$ cat config.mk
export PLATFORM = sky130hd
export DESIGN_NAME = pps_pulse_gen
export DESIGN_NICKNAME = d
export VERILOG_FILES = /design/src/rtl/pps_pulse_gen.sv
export SDC_FILE = /design/constraint.sdc
export NUM_CORES = 1
export LEC_CHECK = 0
export BUFFER_PORTS_ARGS = -buffer_cell sky130_fd_sc_hd__buf_4
export CORE_ASPECT_RATIO = 1.4
export CORE_MARGIN = 2
export CORE_UTILIZATION = 49
export CTS_CLUSTER_SIZE = 30
export DETAILED_ROUTE_END_ITERATION = 7
export PLACE_DENSITY_LB_ADDON = 0.2
export RECOVER_POWER = 25
export SYNTH_ARGS = -nofsm -noshare
export SYNTH_HDL_FRONTEND = slang
export SYNTH_SLANG_ARGS = --single-unit
$ cat constraint.sdc
create_clock -name clk -period 2.4 [get_ports clk]
set_input_delay 0.36 -clock clk [delete_from_list [all_inputs] [get_ports clk]]
set_output_delay 0.36 -clock clk [all_outputs]
set_load 0.005 [all_outputs]
$ cat src/rtl/pps_pulse_gen.sv
// Regenerates a clean, programmable-width output pulse from a single-cycle trigger.
// Define PPS_FLYWHEEL_EN to add the accept window, synthetic pulses and early/missed/holdover flags.
module pps_pulse_gen #(
  parameter int PERIOD  = 10_000_000,
  parameter int TOL     = 100,
  parameter int WIDTH_W = 24
) (
  input  logic               clk,
  input  logic               rst_n,
  input  logic               trig,
  input  logic [WIDTH_W-1:0] width,
  output logic               out,
  output logic               busy,
  output logic               early,
  output logic               missed,
  output logic               holdover
);

  localparam int CNT_MAX = PERIOD + TOL;
  localparam int CNT_W   = $clog2(CNT_MAX + 1);
  localparam logic [CNT_W-1:0] CNT_SAT = CNT_W'(CNT_MAX);

  // Bit 0 of the state is the output pulse itself, so out comes straight off a flop.
  localparam logic [1:0] ST_IDLE = 2'b00;
  localparam logic [1:0] ST_HIGH = 2'b01;
  localparam logic [1:0] ST_LOW  = 2'b10;

  logic [1:0]         state_q, state_d;
  logic [WIDTH_W-1:0] rem_q, rem_d;
  logic [CNT_W-1:0]   cnt_q, cnt_d;
  logic               start;

`ifdef PPS_FLYWHEEL_EN
  localparam logic [CNT_W-1:0] ACC_MIN = CNT_W'(PERIOD - TOL);
  logic early_q, early_d;
  logic missed_q, missed_d;
  logic hold_q, hold_d;
`endif

  always_comb begin
    state_d = state_q;
    rem_d   = rem_q;
    start   = 1'b0;
    cnt_d   = (state_q == ST_IDLE || cnt_q == CNT_SAT) ? cnt_q : cnt_q + CNT_W'(1);
`ifdef PPS_FLYWHEEL_EN
    early_d  = 1'b0;
    missed_d = 1'b0;
    hold_d   = hold_q;
`endif
    case (state_q)
      ST_IDLE: start = trig;
      ST_HIGH: begin
        if (rem_q == '0) state_d = ST_LOW;
        else             rem_d   = rem_q - WIDTH_W'(1);
`ifdef PPS_FLYWHEEL_EN
        early_d = trig;
`endif
      end
      ST_LOW: begin
`ifdef PPS_FLYWHEEL_EN
        // A real trigger always beats the synthetic event on the same cycle.
        if (trig) begin
          if (cnt_q >= ACC_MIN) begin
            start  = 1'b1;
            hold_d = 1'b0;
          end else begin
            early_d = 1'b1;
          end
        end else if (cnt_q == CNT_SAT) begin
          start    = 1'b1;
          missed_d = 1'b1;
          hold_d   = 1'b1;
        end
`else
        start = trig;
`endif
      end
      default: state_d = ST_IDLE;
    endcase
    if (start) begin
      state_d = ST_HIGH;
      cnt_d   = '0;
      rem_d   = (width == '0) ? '0 : width - WIDTH_W'(1);
    end
  end

  always_ff @(posedge clk or negedge rst_n) begin
    if (!rst_n) begin
      state_q <= ST_IDLE;
      rem_q   <= '0;
      cnt_q   <= '0;
    end else begin
      state_q <= state_d;
      rem_q   <= rem_d;
      cnt_q   <= cnt_d;
    end
  end

  assign out  = state_q[0];
  assign busy = state_q[0];

`ifdef PPS_FLYWHEEL_EN
  always_ff @(posedge clk or negedge rst_n) begin
    if (!rst_n) begin
      early_q  <= 1'b0;
      missed_q <= 1'b0;
      hold_q   <= 1'b0;
    end else begin
      early_q  <= early_d;
      missed_q <= missed_d;
      hold_q   <= hold_d;
    end
  end

  assign early    = early_q;
  assign missed   = missed_q;
  assign holdover = hold_q;
`else
  assign early    = 1'b0;
  assign missed   = 1'b0;
  assign holdover = 1'b0;
`endif

endmodule
### Word level (Yosys, flattened, before mapping)

Index checks and enable logic that the tools add are counted.

* output and inout port bits: 5
* register bits: 26
* word-level logic and storage cells: 24
* input bits: 27

* muxes and demuxes: 8
* $add $sub $neg: 2
* reductions and logical operators: 7
* eq/ne operators: 5

Operators with widths (count)
* two-way mux 24 bit: 4
* logical NOT 24 bit: 2
* subtractor 24 x 1 -> 24 bit, second input constant: 2
* two-way mux 2 bit: 2
* one-hot mux 2 bit (2 select lines): 1
* AND reduction 2 bit: 2
* != test 3 bit, second input constant: 1
* equality test 2 x 1 -> 1 bit, second input constant: 1
* equality test 2 bit, second input constant: 1
* logical NOT 2 bit: 1
* != test 2 x 1 -> 1 bit, second input constant: 1
* != test 2 bit, second input constant: 1
* nonzero test 2 bit: 1
* OR reduction 2 bit: 1
* two-way mux 1 bit: 1

### Logic depth before layout (Yosys ltp)

Gate-level depths: netlist (run 1).

* depth in word-level cells: 5
* mapped depth: 9

### Worst setup path before layout (run 1)

OpenSTA, ideal clock, no wires.

* path type: reg-to-reg
* from: reg rem_q[0]
* to: reg rem_q[3]
* buffers on the path: 2
* clock period less this slack: 2426 ps
* setup slack: -26 ps
* data arrival time: 2307 ps
* required time: 2281 ps
* cell stages (with the launch flop): 10
* cells stage by stage: dfrtp_1 inv_1 ha_1 or3b_2 or4_4 o21ai_2 buf_2 buf_4 nand2_1 o21a_1

* longest elaborated chain between the ends: 4

Ends and longest elaborated chain
* start, declared: line 29 `logic [WIDTH_W-1:0] rem_q, rem_d;`
* start signal, assigned: line 94 `rem_q <= rem_d;`
* subtractor 24 x 1 -> 24 bit: line 54 `else rem_d = rem_q - WIDTH_W'(1);`
* two-way mux 24 bit: line 53 `if (rem_q == '0) state_d = ST_LOW;`
* two-way mux 24 bit: line 50 `case (state_q)`
* two-way mux 24 bit: line 80 `if (start) begin`

Parallel ways exist; a longest one is shown, timed or not. The select of a mux whose other input is x is not followed.
A chain may end at the register's enable or synchronous reset.

### Worst setup path in the final report (run 1)

* from: reg rem_q[12]
* to: reg rem_q[9]

* longest elaborated chain between the ends: 3

Ends and longest elaborated chain (line)
* logical NOT 24 bit: 53
* != test 2 bit (no line)
* AND reduction 2 bit (no line)

Every way passes these cells.

==> impl_results.md, run 1 <==
- Run status: finished clean
- # rows: 27
- Global-route wire length before repair: 8.89 mm
- CP endpoint kind: flip-flop
- Max Slew Vio Count: 0
- Share of the clock period used by the worst path: 98.7%
- Worst r2r dst: rem_q[9]
- Min-Delay Path Class: in2reg
- TritonCTS clock tree: built
- Fin Setup TNS: 0 ns
- Dpl hpwl: 4.02 mm
- WL per Instance: 16.5 um
- Sequential cell area fraction in the yosys report: 32.1%
- Hold-fix buffers, CTS: 0
- Int Pwr: 1190 uW
- Die ar.: 4670 um2
- Detailed-route DRC error count: 0
- Final Critical Period: 2.37 ns
- Static leakage: 0.000984 uW
- Final std cells w/o fill: 314
- Yosys warnings: 0
- # Post-CTS Setup Buffers: 0
- Async S/R FF share, synth: 100%
- Main area contributors after synthesis: dfrtp_1 (32%), o311ai_0 (6.0%), or4_1 (5.9%)
- Cell Area, Synth: 2030 um2
- PwrDens: 744 nW/um2
- Clk root buf: clkbuf_8
- Worst-margin pin slew: 1.47 ns
- Most common cell after layout, fill and taps aside: buf_4
- Total Routed Length: 5.19 mm
- Ratio of cells with drive above 1 in the final layout: 29.5%
- R2R cell count: 5
- Total CTS buffers: 3
- R2r setup slk: 0.03 ns
- Util after Layout: 64.1%
- DP Cell Count: 311
- Die Wd: 58.4 um
- Most frequent cells in the layout: buf_4 (56), dfrtp_1 (26), or4_1 (16), o211ai_1 (15), or3_1 (14)
- Starting Density: 51.3%
- # nets final: 304
- Largest net degree at the start of global routing: 27
- Synth top area share: 32.1%
- Peak Freq: 422 MHz
- Clk buf depth: 2
- First-pass DRT Iterations: 4
- GPL Wtd Cong: 0.832
- Layout area overhead: 25.0%
- Vias: 1974
- H-tree Lvls: 1
- Clock transition at path regs: 0.09 ns
- Worst-skew pair later-pin latency: 0.27 ns
- Skew final: 0.00696 ns
- WHS Path Cells: 4
- RSZ-0062 raised after global routing: true
- Post-synth EDFFs: 0
- Final Setup Violations: 0
- Clock sink count: 26
- CORE AREA: 3950 um2
- Setup CP Type: reg2reg
- Initial DRC count: 79
- Synth area leader: dfrtp_1
- GR Util All Layers: 24.8%
- Hold Path Sink: state_q[1]
- Final WS setup: 0.0306 ns
- Switching power: 698 uW
- Seq pwr share: 40.8%
- Dpl ws: -0.0123 ns
- Unique cell type count in the Yosys netlist: 47
- Io pins: 32
- GR Overflow Total: 0
- Die span in y: 80.1 um
- # Max-Cap Violations: 0
- Crit path required time: 2.55 ns
- Crit-path max FO: 4
- Antenna-violating nets left: 0
- Vias in the first global route: 1954
- Hold_sp: trig
- R2R Path Start: rem_q[12]
- Arrival time worst endpoint: 2.52 ns
- Pwr Total: 1890 uW
- VDD IR-drop max: 463 uV
- Top FF cell, synth: dfrtp_1
- IO buf count: 28
- Slew HR: 2.14%
- Clk pwr share: 13.4%
- Ant. Diodes: 0
- Gate Count Post-Synth: 222
- Logic pwr share: 45.8%
- Vias per cell: 6.29
- Mean post-synth cell area: 9.13 um2
- Initial antenna violation count: 0
- Startpoint Class: flip-flop
- Final Hold Viols: 0
- Switching power share of the total: 37.0%
- Seq cells post-synth: 26
[sequential cells by signal (all words and copies together), names as in the netlist]
name,count
state_q,2
rem_q,24
[worst max path at each step]
stage               startpoint         to  slack, ns  cells past startpoint
floorplan             rem_q[0]   rem_q[3]     -0.002                      9
global placement      rem_q[0]  rem_q[18]    -0.0003                      7
detailed placement   width[13]   rem_q[2]      -0.01                      7
CTS                   rem_q[0]   rem_q[5]     -0.002                      8
global route          rem_q[0]  rem_q[22]      -0.05                      7
finish               rem_q[12]   rem_q[9]       0.03                      5
[logic make-up after synthesis]
kind of cell | after synthesis | synth area share, %
fa+ha+maj | 4 | 2.47
flops | 26 | 32.1
other cells | 1 | 0.185
xor+xnor | 22 | 9.51
buf+inv | 21 | 5.43
compound gates | 51 | 20.9
simple gates | 97 | 29.4
[layout make-up]
type	instances	area (um2)
fillers	351	1420
repair buffers	60	467
well taps	43	53.8
flip-flops and latches	26	651
inverters	5	18.8
clock buffers	3	41.3
multi-input cells	177	1300
[power by group through the flow]
stage | clock network [uW] | registers (uW) | logic [uW]
CTS | 255 | 760 | 848
detailed placement | 0 | 770 | 839
finish | 253 | 769 | 864
global route | 273 | 800 | 949
floorplan | 0 | 748 | 509
global placement | 0 | 762 | 820
[metrics by stage]
stage / instance area (um2) / hold WS [ns]
after floorplan: 2040 / 0.0644
after global placement: 2460 / 0.295
after detailed placement: 2460 / 0.299
after CTS: 2510 / 0.00235
after global routing: 2530 / 0.386
final: 2530 / 0.359
[routing by layer]
metal  routed length, um  global-route usage (%)
met5                   0                       0
met4                 115                    10.0
met3                 171                    2.74
met2                2650                    43.5
met1                2250                    30.2
[cell usage after synthesis (all sizes together), types with 2 or more instances]
cell	count
o211ai	16
o311ai	14
or4b	2
clkbuf	6
ha	4
nor2	11
nand2b	3
or3	15
xnor2	13
inv	5
dfrtp	26
or4	19
or2	4
o221ai	3
nor4	5
nand3	7
nor3b	3
o21ai	3
nor3	8
buf	10
nand2	10
o22ai	3
xor2	9
or3b	2
nor2b	4
nand4	2
[critical path, stage by stage (launching register included)]
cell	delay, ns
dfrtp_1	0.41
or4_4	0.58
or4_4	0.60
o211ai_4	0.26
nor3_1	0.07
or3_1	0.34
[what timing repair did]
item / CTS / global route
resized for setup: 2 / 9
pin swaps: 0 / 6
endpoints found under the setup margin: 6 / 21
No activity file was read; power rests on OpenSTA's default activity.
==> run 2: changes to the inputs <==
Settings changed: REMOVE_ABC_BUFFERS from default to 1.
==> run 2 against run 1 <==
The run now ends with capacitance limit, slew limit, setup timing left. Non-clock buffer count increased by 5. Routed wire length rose by 8.0%. Worst setup slack worse by 0.036 ns. First-iteration DRC count is 76% higher. Utilization is 3.2 points higher. Clock skew barely moved. Via count grew 4.6%. Global-route usage fell by 0.11 points. Total power increased by 5.3%. Critical path type unchanged. Largest power group unchanged. Highest routed layer unchanged.
==> impl_results.md, run 2 (synthesis gave the netlist of run 1 again) <==
- Run status: complete, but fails checks
- Failing checks: capacitance limit, slew limit, setup timing
- Vias per cell: 6.45
- GRT met2 Usage: 43.5%
- Most frequent cells in the layout: buf_4 (58), dfrtp_1 (26), o211ai_1 (15), or4_1 (14)
- Slowest CP cell: or4_4
- Total CTS buffers: 3
- Clock sink count: 26
- # rows: 27
- # Max-Cap Violations: 1
- Biggest regs: rem_q (24), state_q (2)
- Final WS setup: -0.00507 ns
- GR Layer Usage met3: 2.90%
- CP endpoint kind: flip-flop
- Ratio of cells with drive above 1 in the final layout: 31.8%
- GPL Wtd Cong: 0.830
- Clock transition at path regs: 0.10 ns
- DP Cell Count: 311
- Fin area: 2660 um2
- Largest delay share family, worst path: simple AND/OR/NAND/NOR gates
- Die ar.: 4670 um2
- Final Critical Period: 2.41 ns
- Skew final: 0.00654 ns
- Peak Freq: 416 MHz
- Total Routed Length: 5.61 mm
- Max Slew Vio Count: 27
- Die Wd: 58.4 um
- VDD IR-drop max: 608 uV
- Clk buf depth: 2
- Biggest register: rem_q
- IO buf count: 28
- TritonCTS clock tree: built
- Layout area overhead: 31.3%
- GR Util All Layers: 24.7%
- Die span in y: 80.1 um
- Dpl hpwl: 3.98 mm
- CORE AREA: 3950 um2
- Io pins: 32
- Worst-margin pin slew: 1.51 ns
- GR Overflow Total: 0
- Max FFs per register: 24
- Crit path required time: 2.55 ns
- Arrival time worst endpoint: 2.56 ns
- GRT busiest layer: met2
- Most common cell after layout, fill and taps aside: buf_4
- First-pass DRT Iterations: 4
- Share of the clock period used by the worst path: 100%
- Post-place instance area: 2470 um2
- Startpoint Class: flip-flop
- Final Hold Viols: 0
- CP peak stage delay: 0.60 ns
- Min-Delay Path Class: in2reg
- H-tree Lvls: 1
- Initial DRC count: 139
- Detailed-route DRC error count: 0
- Starting Density: 51.3%
- WP buf/inv: 2
- PwrDens: 746 nW/um2
- # nets final: 309
- Worst-skew pair later-pin latency: 0.28 ns
- Clk root buf: clkbuf_8
- Final std cells w/o fill: 320
- Global routing usage on met1: 30.3%
- Final Setup Violations: 4
- Antenna-violating nets left: 0
- Static leakage: 0.00104 uW
- Ant. Diodes: 0
- RSZ-0062 raised after global routing: true
- Vias: 2065
- Crit-path max FO: 11
- Fin Setup TNS: -0.0157 ns
- CP cell instances: or4_4 > or4_4 > o21ai_4 > buf_12 > clkbuf_16 > or4_4 > o211ai_1
- Slew HR: -0.520%
- Cell mode on critical path: or4_4
- Vias in the first global route: 1990
- Global-route wire length before repair: 9.00 mm
- Setup CP Type: reg2reg
- WL per Instance: 17.5 um
- Largest net degree at the start of global routing: 27
- Initial antenna violation count: 0
run 2: worst paths after layout:
path,startpoint,to,slack [ns],cells past startpoint
setup reg to reg,rem_q[12],rem_q[10],-0.005,7
min in group asynchronous,rst_n,rem_q[18],0.97,2
hold / removal,width[0],rem_q[0],0.34,2
setup / recovery,rem_q[12],rem_q[10],-0.005,7
hold reg to reg,state_q[1],state_q[1],0.52,1
max in group asynchronous,rst_n,rem_q[6],0.55,2
run 2: area by class of cell:
cell class,instances,area [um2]
fill,336,1290
inverter,5,18.8
multi-input combinational,177,1330
tap,43,53.8
timing repair buffer,65,551
clock buffer,4,55.1
sequential,26,651
run 2: through the flow:
step                      util [%]  hold WS, ns  setup slack, ns  power [uW]
after global placement        62.5        0.299          -0.0399        1580
final                         67.3        0.340         -0.00507        1990
after detailed placement      62.5        0.296          -0.0940        1600
after CTS                     64.3        0.346         -0.00368        1900
after floorplan                  -       0.0644           -0.510        1220
after global routing          67.3        0.374          -0.0847        2130
run 2: power by group:
group | switching (uW) | leakage, uW | internal [uW]
Clock | 148 | 0.0000288 | 147
Sequential | 155 | 0.000318 | 616
Combinational | 418 | 0.000694 | 501
run 2: what timing repair did:
item	4_1_cts	5_1_grt
hold buffers	1	0
setup buffers	0	2
cloned	0	2
pin swaps	0	7
gates resized for setup	1	15
endpoints found under the setup margin	6	21
hold endpoints to repair	16	0
run 2: routing by layer:
metal,vias to the layer above,share of wire [%]
li1,975,-
met1,998,40
met2,73,52
met3,19,5.1
met4,0,3.1
met5,-,0
==> run 3: changes to the inputs <==
Settings changed: CORE_MARGIN 2 to default.
==> run 3 against run 2 <==
The run now ends clean. Worst hold slack better by 0.0041 ns. Combinational power decreased by 2.3%. Maximum frequency up 2.6%. Utilization decreased by 1.7 points. Sequential cell count unchanged. Largest cell class unchanged. Critical path type unchanged. First-iteration DRC count down 33%. Highest routed layer unchanged. Critical endpoint is now rem_q[5]. Sequential power shrank 0.8%. Non-clock buffer count did not move. Critical path depth shrank 1. Final area shrank 2.6%. Clock skew decreased by 0.0028 ns. Routed wire length is 2.4% lower.
==> impl_results.md, run 3 (synthesis gave the netlist of run 1 again) <==
- Clock transition at path regs: 0.10 ns
- Skew final: 0.00376 ns
- R2R cell count: 6
- Critical path origin: rem_q[12]
- IO buf count: 28
- Final Critical Period: 2.34 ns
- Fin Setup TNS: 0 ns
- Ratio of cells with drive above 1 in the final layout: 30.4%
- Antenna-violating nets left: 0
- Biggest regs: rem_q (24), state_q (2)
- Most common cell after layout, fill and taps aside: buf_4
- Vias per cell: 6.40
- Die span in y: 78.1 um
- H-tree Lvls: 1
- Die ar.: 4400 um2
- CP endpoint: rem_q[5]
- Peak Freq: 427 MHz
- Pwr Total: 1920 uW
- Biggest register: rem_q
- Final std cells w/o fill: 319
- First-pass DRT Iterations: 4
- # nets final: 309
- CP endpoint kind: flip-flop
- DP Cell Count: 312
- Starting Density: 51.3%
- Max Slew Vio Count: 0
- Worst-margin pin slew: 1.45 ns
- Run status: finished clean
- Die Wd: 56.4 um
- Startpoint Class: flip-flop
- Initial DRC count: 93
- Vias: 2041
- Detailed-route DRC error count: 0
- Crit-path max FO: 6
- Clk root buf: clkbuf_8
- Dpl hpwl: 4.04 mm
- VDD IR-drop max: 581 uV
- GR Overflow Total: 0
- Footprint of the multi-input gates: 1330 um2
- Total CTS buffers: 3
- Worst r2r dst: rem_q[5]
- Most frequent cells in the layout: buf_4 (61), dfrtp_1 (26), or4_1 (16), o211ai_1 (15)
- CORE AREA: 3950 um2
- R2R Path Start: rem_q[12]
- # Max-Cap Violations: 0
- Ant. Diodes: 0
- Final Setup Violations: 0
- Largest net degree at the start of global routing: 27
- # rows: 27
- Final Hold Viols: 0
- Static leakage: 0.00101 uW
- Setup CP Type: reg2reg
- Initial antenna violation count: 0
- Vias in the first global route: 1975
- TritonCTS clock tree: built
- GPL Wtd Cong: 0.813
- WL per Instance: 17.2 um
- Clk buf depth: 2
- Arrival time worst endpoint: 2.50 ns
- RSZ-0062 raised after global routing: true
- Layout area overhead: 27.9%
- Min-Delay Path Class: in2reg
- Reg area: 651 um2
- Crit path required time: 2.56 ns
- Max FFs per register: 24
- R2r setup slk: 0.06 ns
- Io pins: 32
- PwrDens: 742 nW/um2
- Global-route wire length before repair: 8.83 mm
- Fillers: 340
- GR Util All Layers: 25.2%
- Share of the clock period used by the worst path: 97.7%
- Total Routed Length: 5.47 mm
- Slew HR: 3.25%
- Clock sink count: 26
- Worst-skew pair later-pin latency: 0.27 ns
[run 3: power breakdown]
part	internal (uW)	leakage, uW	switching [uW]
clock network	113	0.0000216	147
registers	615	0.000318	149
logic	478	0.000674	420
[run 3: cell type report]
type	instances	share of cell area (%)
clock buffers	3	1.59
inverters	5	0.724
multi-input cells	177	51.1
flip-flops and latches	26	25.1
well taps	43	2.08
repair buffers	65	19.4
[run 3: per-layer routing]
layer	global-route usage, %	part of all wire (%)	wire length, um	up-vias
met1	30.1	42	2280	989
met5	0	0	0	-
li1	-	-	-	973
met2	44.9	52	2850	68
met4	10.7	1.8	99	0
met3	3.46	4.4	241	11
[run 3: worst min path at each step]
stage,start,endpoint,slack [ns],cells past startpoint
2_1_floorplan,rst_n,rem_q[0],0.06,0
3_5_place_dp,rst_n,rem_q[16],0.29,1
6_report,width[0],rem_q[0],0.34,2
5_1_grt,width[0],rem_q[0],0.38,2
3_3_place_gp,rst_n,rem_q[15],0.30,1
4_1_cts,width[0],rem_q[0],0.35,2
[run 3: per-stage QoR]
step	utilization [%]	cell area (um2)	hold slack, ns	setup slack [ns]
final	65.6	2590	0.344	0.0557
after global routing	65.6	2590	0.384	-0.00464
after global placement	62.7	2480	0.299	-0.0284
after detailed placement	62.7	2480	0.295	-0.0377
after CTS	64.6	2550	0.351	0.0256
after floorplan	-	1940	0.0644	-0.510
[run 3: repair_timing]
action / in CTS / in global routing
hold buffers: 1 / 0
setup endpoints to repair: 12 / 15
setup buffers: 0 / 3
resized for setup: 4 / 7
pin swaps: 2 / 3
hold endpoints to repair: 12 / 0
[run 3: worst max-delay path: stages (launching register included)]
cell and delay (ns):
dfrtp_1 0.41, or4_4 0.57, or4_4 0.60, o211ai_4 0.25
buf_6 0.16, xor2_1 0.15, o22ai_1 0.11
